==> src/rtl/accel_pkg.sv <==
// accel_pkg: shared constants and helpers for accelerator stream buffers
package accel_pkg;
  localparam int DEF_WIDTH = 32;
  localparam int DEF_DEPTH = 16;
  function automatic int ptr_w(input int depth);
    return $clog2(depth) + 1;
  endfunction
endpackage

==> src/rtl/fifo_regfile.sv <==
// fifo_regfile: DEPTH x WIDTH array, one synchronous write port, one asynchronous read port
module fifo_regfile #(
  parameter int WIDTH = 33,
  parameter int DEPTH = 16
) (
  input  logic                     clk,
  input  logic                     we,
  input  logic [$clog2(DEPTH)-1:0] waddr,
  input  logic [WIDTH-1:0]         wdata,
  input  logic [$clog2(DEPTH)-1:0] raddr,
  output logic [WIDTH-1:0]         rdata
);
  logic [WIDTH-1:0] mem [DEPTH];
  always_ff @(posedge clk)
    if (we) mem[waddr] <= wdata;
  assign rdata = mem[raddr];
endmodule

==> src/rtl/stream_drain_fifo.sv <==
// stream_drain_fifo: first-word-fall-through valid/ready FIFO with occupancy, almost-full, last and overflow tracking
module stream_drain_fifo
  import accel_pkg::*;
#(
  parameter int WIDTH        = DEF_WIDTH,
  parameter int DEPTH        = DEF_DEPTH,
  parameter int AFULL_THRESH = 12
) (
  input  logic                     clk,
  input  logic                     rst,
  input  logic                     in_valid,
  input  logic [WIDTH-1:0]         in_data,
  input  logic                     in_last,
  output logic                     in_ready,
  output logic                     out_valid,
  output logic [WIDTH-1:0]         out_data,
  output logic                     out_last,
  input  logic                     out_ready,
  output logic [$clog2(DEPTH):0]   count,
  output logic                     almost_full,
  output logic                     overflow
);
  localparam int PW = ptr_w(DEPTH);
  localparam int IW = PW - 1;
  localparam logic [PW-1:0] AF_T = PW'(AFULL_THRESH);
  logic [PW-1:0] wr_ptr, rd_ptr, count_next;
  logic [WIDTH:0] rd_word;
  logic empty, full, push, pop;
  assign empty = wr_ptr == rd_ptr;
  assign full = (wr_ptr[IW-1:0] == rd_ptr[IW-1:0]) && (wr_ptr[IW] != rd_ptr[IW]);
  assign in_ready = !rst && !full;
  assign out_valid = !empty;
  assign push = in_valid && in_ready;
  assign pop = out_valid && out_ready;
  assign count = wr_ptr - rd_ptr;
  assign count_next = count + PW'(push) - PW'(pop);
  assign out_data = empty ? '0 : rd_word[WIDTH-1:0];
  assign out_last = empty ? 1'b0 : rd_word[WIDTH];
  always_ff @(posedge clk) begin
    if (rst) begin
      wr_ptr      <= '0;
      rd_ptr      <= '0;
      almost_full <= 1'b0;
      overflow    <= 1'b0;
    end else begin
      wr_ptr      <= wr_ptr + PW'(push);
      rd_ptr      <= rd_ptr + PW'(pop);
      almost_full <= count_next >= AF_T;
      overflow    <= overflow || (in_valid && full);
    end
  end
  fifo_regfile #(.WIDTH(WIDTH + 1), .DEPTH(DEPTH)) u_regfile (
    .clk  (clk),
    .we   (push),
    .waddr(wr_ptr[IW-1:0]),
    .wdata({in_last, in_data}),
    .raddr(rd_ptr[IW-1:0]),
    .rdata(rd_word)
  );
endmodule

==> config.mk <==
export PLATFORM = sky130hd
export DESIGN_NAME = stream_drain_fifo
export DESIGN_NICKNAME = d
export VERILOG_FILES = /design/src/rtl/accel_pkg.sv /design/src/rtl/fifo_regfile.sv /design/src/rtl/stream_drain_fifo.sv
export SDC_FILE = /design/constraint.sdc
export NUM_CORES = 1
export LEC_CHECK = 0
export BUFFER_PORTS_ARGS = -buffer_cell sky130_fd_sc_hd__buf_2
export CORE_MARGIN = 2
export CORE_UTILIZATION = 55
export DETAILED_ROUTE_END_ITERATION = 10
export PLACE_DENSITY = 0.73
export SLEW_MARGIN = 25
export SYNTH_ARGS = -nofsm -noshare
export SYNTH_HDL_FRONTEND = slang
export SYNTH_SLANG_ARGS = --single-unit
==> constraint.sdc <==
create_clock -name clk -period 4.81 [get_ports clk]
set_clock_uncertainty 0.2 [all_clocks]
set_input_delay 0.481 -clock clk [delete_from_list [all_inputs] [get_ports clk]]
set_output_delay 0.481 -clock clk [all_outputs]
set_load 0.02 [all_outputs]
==> out/qor.csv, run 1 <==
metric,value,unit
final setup fails,0,
Final ANT Viol Nets,0,
"Avg Cell Area, Syn",21.39,µm²
type of the most critical hold path,in -> reg,
Netlist cell types,35,
status,finished clean,
wire length on met2,21470,µm
Routed WL per cell,26.70,µm
GP Congestion,0.7783,
met1 wire length,18250,µm
DRT iter0 DRCs,1086,
kind of critical path,reg -> out,
Die Area,40010,µm²
GRT Residual Overflow,0,
"Hold Vio Cnt, Final",0,
wire length on met3,3314,µm
Setup crit end kind,primary output,
Max-cap violations,0,
CP bufs+invs,2,
CTS tree,yes,
Critical Path Start Type,flop,
worst path arrival time,3.18,ns
clk_lat worst skew,0.59,ns
Top delay family on crit path,buffers and inverters,
worst stage delay on the critical path,0.80,ns
DP Wirelength,23020,µm
worst r2r src,wr_ptr[2]$_SDFF_PP0_,
crit-path max FO,69,
htree depth,2,
pre-CTS WS,0.9863,ns
top layer in use,met4,
# clock sinks,540,
DR pass1 iterations,5,
vias in the first global route,10470,
final core occ,63.67,%
fin worst setup slack,0.9517,ns
number of nets in the layout,1148,
Max Transition Viols Final,0,
layout cells sized above 1,29.67,%
Post-Synthesis Cells,988,
CP Data Required Time,4.13,ns
Die H,200.0,µm
Detailed Route WL,43980,µm
post-layout min period,3.858,ns
RSZ-0062 raised after global routing,no,
yosys warns,0,
Initial Util,55.98,%
Max VDD drop,411.7,µV
TNS Setup,0,ns
DR vias,10080,
clk buf depth,3,
Ports,79,
Root Buffer Master,clkbuf_16,
number of CTS-inserted buffers,52,
PD cells,431.0,nW/µm²
slowest CP cell,buf_4,
chip width,200.0,µm
"Seq/Total Area, Yosys",76.15,%
IO Port Bufs,78,
crit path cell chain,buf_4 -> mux4_2 -> nand2_1 -> and3_1 -> a211oi_1 -> buf_2,
initial antenna violation count,0,
# DRC,0,
hold path startpoint,rst,
first-pass GRT wire length,65470,µm
worst slew pin tran,1.076,ns
Slew headroom,28.26,%
ANT cells,0,
largest net degree at the start of global routing,70,
Fmax achieved,0.2592,GHz
CP Launch Point,rd_ptr[2]$_SDFF_PP0_,
GRT Overall Usage,22.81,%
synthesized cell area,21140,µm²
fillers,2460,
Area Growth Syn to Fin,13.73,%
register bit total from synthesis,540,
"Reg clk slew, reported paths",0.06,ns
routed vias/inst,6.121,
row cnt,71,
area of the core,37760,µm²
leakage,0.007863,µW
syn nets,1040,
final period utilization,80.21,%
[path summary, 6_finish.rpt]
path	to	slack, ns	depth (start not counted)
min	rd_ptr[4]$_SDFF_PP0_	0.04	2
max	out_data[1]	0.95	6
min reg2reg	overflow$_SDFF_PP0_	0.30	2
max reg2reg	u_regfile.mem[3][16]$_DFFE_PP_	0.95	8
[cells by family (layout without fill, tap and decap cells)]
| kind of cell | after synthesis | after routing | share of synthesized area, % |
|---|---|---|---|
| compound gates | 42 | 42 | 1.421 |
| xor+xnor | 13 | 13 | 0.6393 |
| fa+ha+maj | 15 | 15 | 0.9590 |
| buf+inv | 67 | 215 | 1.882 |
| flops | 540 | 540 | 76.15 |
| mux | 165 | 165 | 15.63 |
| simple gates | 146 | 146 | 3.321 |
[per-stage QoR]
step           area, µm²  hold WS [ns]  power (µW)  std cells
3_5_place_dp       22340        0.2841        6421       1552
3_3_place_gp       22340        0.2720        6408       1552
2_1_floorplan      21150        0.3320        6137        988
4_1_cts            24040      0.006374       10450       1647
6_report           24040       0.04370       10360       1647
5_1_grt            24040       0.04272       10680       1647
[synthesized netlist by cell type (all sizes together)]
cell type	number	area share [%]
fa	2	0.19
nor2	22	0.40
clkinv	1	0.018
nand4	1	0.030
nand2	69	1.2
nand3b	1	0.036
dfxtp	12	1.1
a211oi	33	1.2
nor2b	5	0.15
xnor2	6	0.28
xnor3	1	0.11
ha	13	0.77
mux4	132	14
nor3	4	0.14
mux2i	33	1.6
nand3	6	0.14
a21oi	6	0.14
edfxtp	528	75
xor2	6	0.25
and3	33	0.98
nand2b	2	0.059
or3b	1	0.053
clkbuf	19	0.34
inv	13	0.23
or3	2	0.11
buf	34	1.3
a21o	3	0.11
[flip-flops by register name (all words and copies together), names as in the netlist]
name           count
almost_full        1
overflow           1
wr_ptr             5
u_regfile.mem    528
rd_ptr             5
[cell usage in the layout, fill, tap and decap left out, drive strengths merged]
cell,count
edfxtp,528
a21o,3
and3,33
clkbuf,64
clkinv,21
nand2b,2
clkinvlp,1
bufinv,7
or3b,1
dfxtp,12
buf,106
nand3,6
xnor2,6
a21oi,6
inv,15
a211oi,33
or3,2
nand4,1
nor3,4
xnor3,1
dlygate4sd3,1
nand3b,1
mux2i,33
ha,13
mux4,132
fa,2
nor2,22
nand2,69
xor2,6
nor2b,5
[area by class of cell]
cell class / count / area, µm² / area share [%]
Sequential cell: 540 / 16110 / 67.01
Multi-Input combinational cell: 381 / 4776 / 19.87
Clock buffer: 64 / 1368 / 5.689
Timing Repair Buffer: 107 / 773.2 / 3.217
Tap cell: 511 / 639.4 / 2.660
Clock inverter: 30 / 321.6 / 1.338
Inverter: 14 / 52.55 / 0.2186
[what timing repair did]
item / in CTS / in global routing
endpoints found under the hold margin: 1 / 0
gates resized for setup: 0 / 0
setup buffers: 0 / 0
hold buffers: 1 / 0
[worst register-to-register path, stage by stage (launching register included)]
cell     delay, ns
dfxtp_1       0.72
ha_1          0.41
nand4_1       0.21
nor2_2        0.08
or3b_4        0.41
inv_1         0.11
nand3_1       0.31
nor3_4        0.51
buf_4         0.51
[report_power, final]
part	switching (µW)	internal, µW	leakage [µW]
clock	1660	2390	0.000827
combinational	615	483	0.00218
sequential	18.8	5190	0.00486
total	2300	8060	0.00786
[metal layers]
layer  GRT usage (%)  vias up
met2           36.91      438
met1           32.36     5280
met5               0        -
met3           4.603       67
li1                -     4296
met4           6.036        0
Power figures use the tool's default switching activity.
==> run 2, diff against run 1 <==
CORE_UTILIZATION = 61   (was 55)
PLACE_DENSITY = 0.77   (was 0.73)
clock period = 3.8 ns   (was 4.81 ns; I/O delays follow)
==> run 2 against run 1 <==
  * Die area shrank 9.6%
  * Via count grew 2.4%
  * Clock power grew 19%
  * Combinational power grew 30%
  * Routed wire length shrank 0.17%
  * Largest cell class unchanged
  * Highest routed layer unchanged
==> out/qor.csv, run 2 (synthesis results as in run 1) <==
metric,value,unit
Die Area,36160,µm²
worst path arrival time,3.03,ns
crit path capture,out_data[31],
initial antenna violation count,1,
clk buf depth,3,
Max Transition Viols Final,0,
overall power,12830,µW
IO Port Bufs,78,
# DRC,0,
fillers,2060,
pre-CTS WS,0.3597,ns
# clock sinks,540,
PD cells,530.3,nW/µm²
Die H,190.1,µm
row cnt,68,
GP Congestion,0.7518,
Max-cap violations,0,
final period utilization,94.91,%
Critical Path Start Type,flop,
worst r2r path cells,12,
DP Wirelength,22930,µm
final setup fails,0,
fin area,24200,µm²
number of nets in the layout,1192,
Root Buffer Master,clkbuf_16,
vias in the first global route,10530,
crit-path max FO,39,
Setup crit end kind,primary output,
Initial Util,61.49,%
final hold slack,0.01851,ns
status,finished clean,
kind of critical path,reg -> out,
Largest regs,"u_regfile.mem x528, rd_ptr x5, wr_ptr x5",
leakage,0.008013,µW
dpl cell area,22270,µm²
area of the core,34370,µm²
worst slew pin tran,0.8226,ns
"Reg clk slew, reported paths",0.07,ns
worst r2r src,wr_ptr[1]$_SDFF_PP0_,
flop2flop setup slack,0.37,ns
htree depth,2,
number of CTS-inserted buffers,51,
CP Launch Point,rd_ptr[2]$_SDFF_PP0_,
RSZ-0062 raised after global routing,no,
"Hold Vio Cnt, Final",0,
Area Growth Syn to Fin,14.50,%
Fmax achieved,0.2773,GHz
most frequent cells in the layout,"528 x edfxtp_1, 132 x mux4_2, 78 x buf_2, 69 x nand2_1, 52 x clkbuf_16",
Ports,79,
DRT iter0 DRCs,1085,
"commonest non-fill, non-tap cell in the layout",edfxtp_1,
Top reg by flops,u_regfile.mem,
DR vias,10320,
CP Data Required Time,3.22,ns
type of the most critical hold path,in -> reg,
fin worst setup slack,0.1934,ns
DR pass1 iterations,5,
Max VDD drop,398.5,µV
GRT Overall Usage,24.76,%
Routed WL per cell,26.82,µm
Slew headroom,45.16,%
largest net degree at the start of global routing,117,
reg2reg end,almost_full$_SDFF_PP0_,
max reg flops,528,
Detailed Route WL,43900,µm
GRT Residual Overflow,0,
clk_lat worst skew,0.55,ns
CTS tree,yes,
Final ANT Viol Nets,0,
first-pass GRT wire length,64980,µm
layout cells sized above 1,30.06,%
routed vias/inst,6.303,
post-layout min period,3.607,ns
chip width,190.1,µm
==> run 2: changes by cell type in the layout (fill, tap and decap cells not counted), sizes merged <==
cell         before  now
buf             106  122
bufinv            7    4
clkbuf           64   57
clkinv           21   31
clkinvlp          1    3
diode             0    1
dlygate4sd3       1   29
inv              15   14
==> run 2: through the flow <==
stage	std cells	util [%]	TNS [ns]
final	1637	70.41	0
after global routing	1636	70.40	0
after CTS	1634	70.24	0
after detailed placement	1511	64.79	0
after global placement	1511	64.79	0
after floorplan	988	-	-195.28
==> run 2: timing repair <==
action                                 4_1_cts  5_1_grt
resized for setup                            0        1
setup endpoints to repair                    0        7
hold buffers                                29        0
setup buffers                                0        0
endpoints found under the hold margin      396        0
==> run 2: final cells by class <==
class / count / area (µm²) / area share, %
flip-flops and latches: 540 / 16110 / 66.56
diodes: 1 / 2.502 / 0.01034
well taps: 455 / 569.3 / 2.352
clock inverters: 38 / 289.0 / 1.194
repair buffers: 152 / 1110 / 4.586
multi-input cells: 381 / 4776 / 19.73
clock buffers: 56 / 1295 / 5.351
inverters: 14 / 52.55 / 0.2171
==> run 2: how the worst min path moves through the flow <==
stage,cells after the start,end,from
3_3_place_gp,2,overflow$_SDFF_PP0_,overflow$_SDFF_PP0_
3_5_place_dp,2,overflow$_SDFF_PP0_,overflow$_SDFF_PP0_
4_1_cts,1,u_regfile.mem[10][11]$_DFFE_PP_,in_data[11]
2_1_floorplan,1,rd_ptr[0]$_SDFF_PP0_,rst
6_report,1,u_regfile.mem[11][28]$_DFFE_PP_,in_data[28]
5_1_grt,1,u_regfile.mem[11][28]$_DFFE_PP_,in_data[28]
==> run 2: layer usage <==
metal	vias up	wire length, µm	global-route usage (%)
li1	4369	-	-
met1	5405	17230	34.83
met2	485	22210	41.30
met3	59	3768	4.667
met4	0	690	5.546
met5	-	0	0
==> run 2: worst max-delay path, stage by stage (launching register included) <==
cell and delay, ns:
dfxtp_4 0.35, buf_4 0.46, buf_6 0.41, mux4_2 0.26
nand2_1 0.05, and3_1 0.20, a211oi_1 0.41, buf_2 0.25
==> run 2: where the power goes <==
part / internal (µW) / total (µW) / switching, µW / leakage (µW)
clock network: 2730 / 4820 / 2090 / 0.000776
registers: 6570 / 6590 / 13.8 / 0.00486
logic: 651 / 1430 / 780 / 0.00238
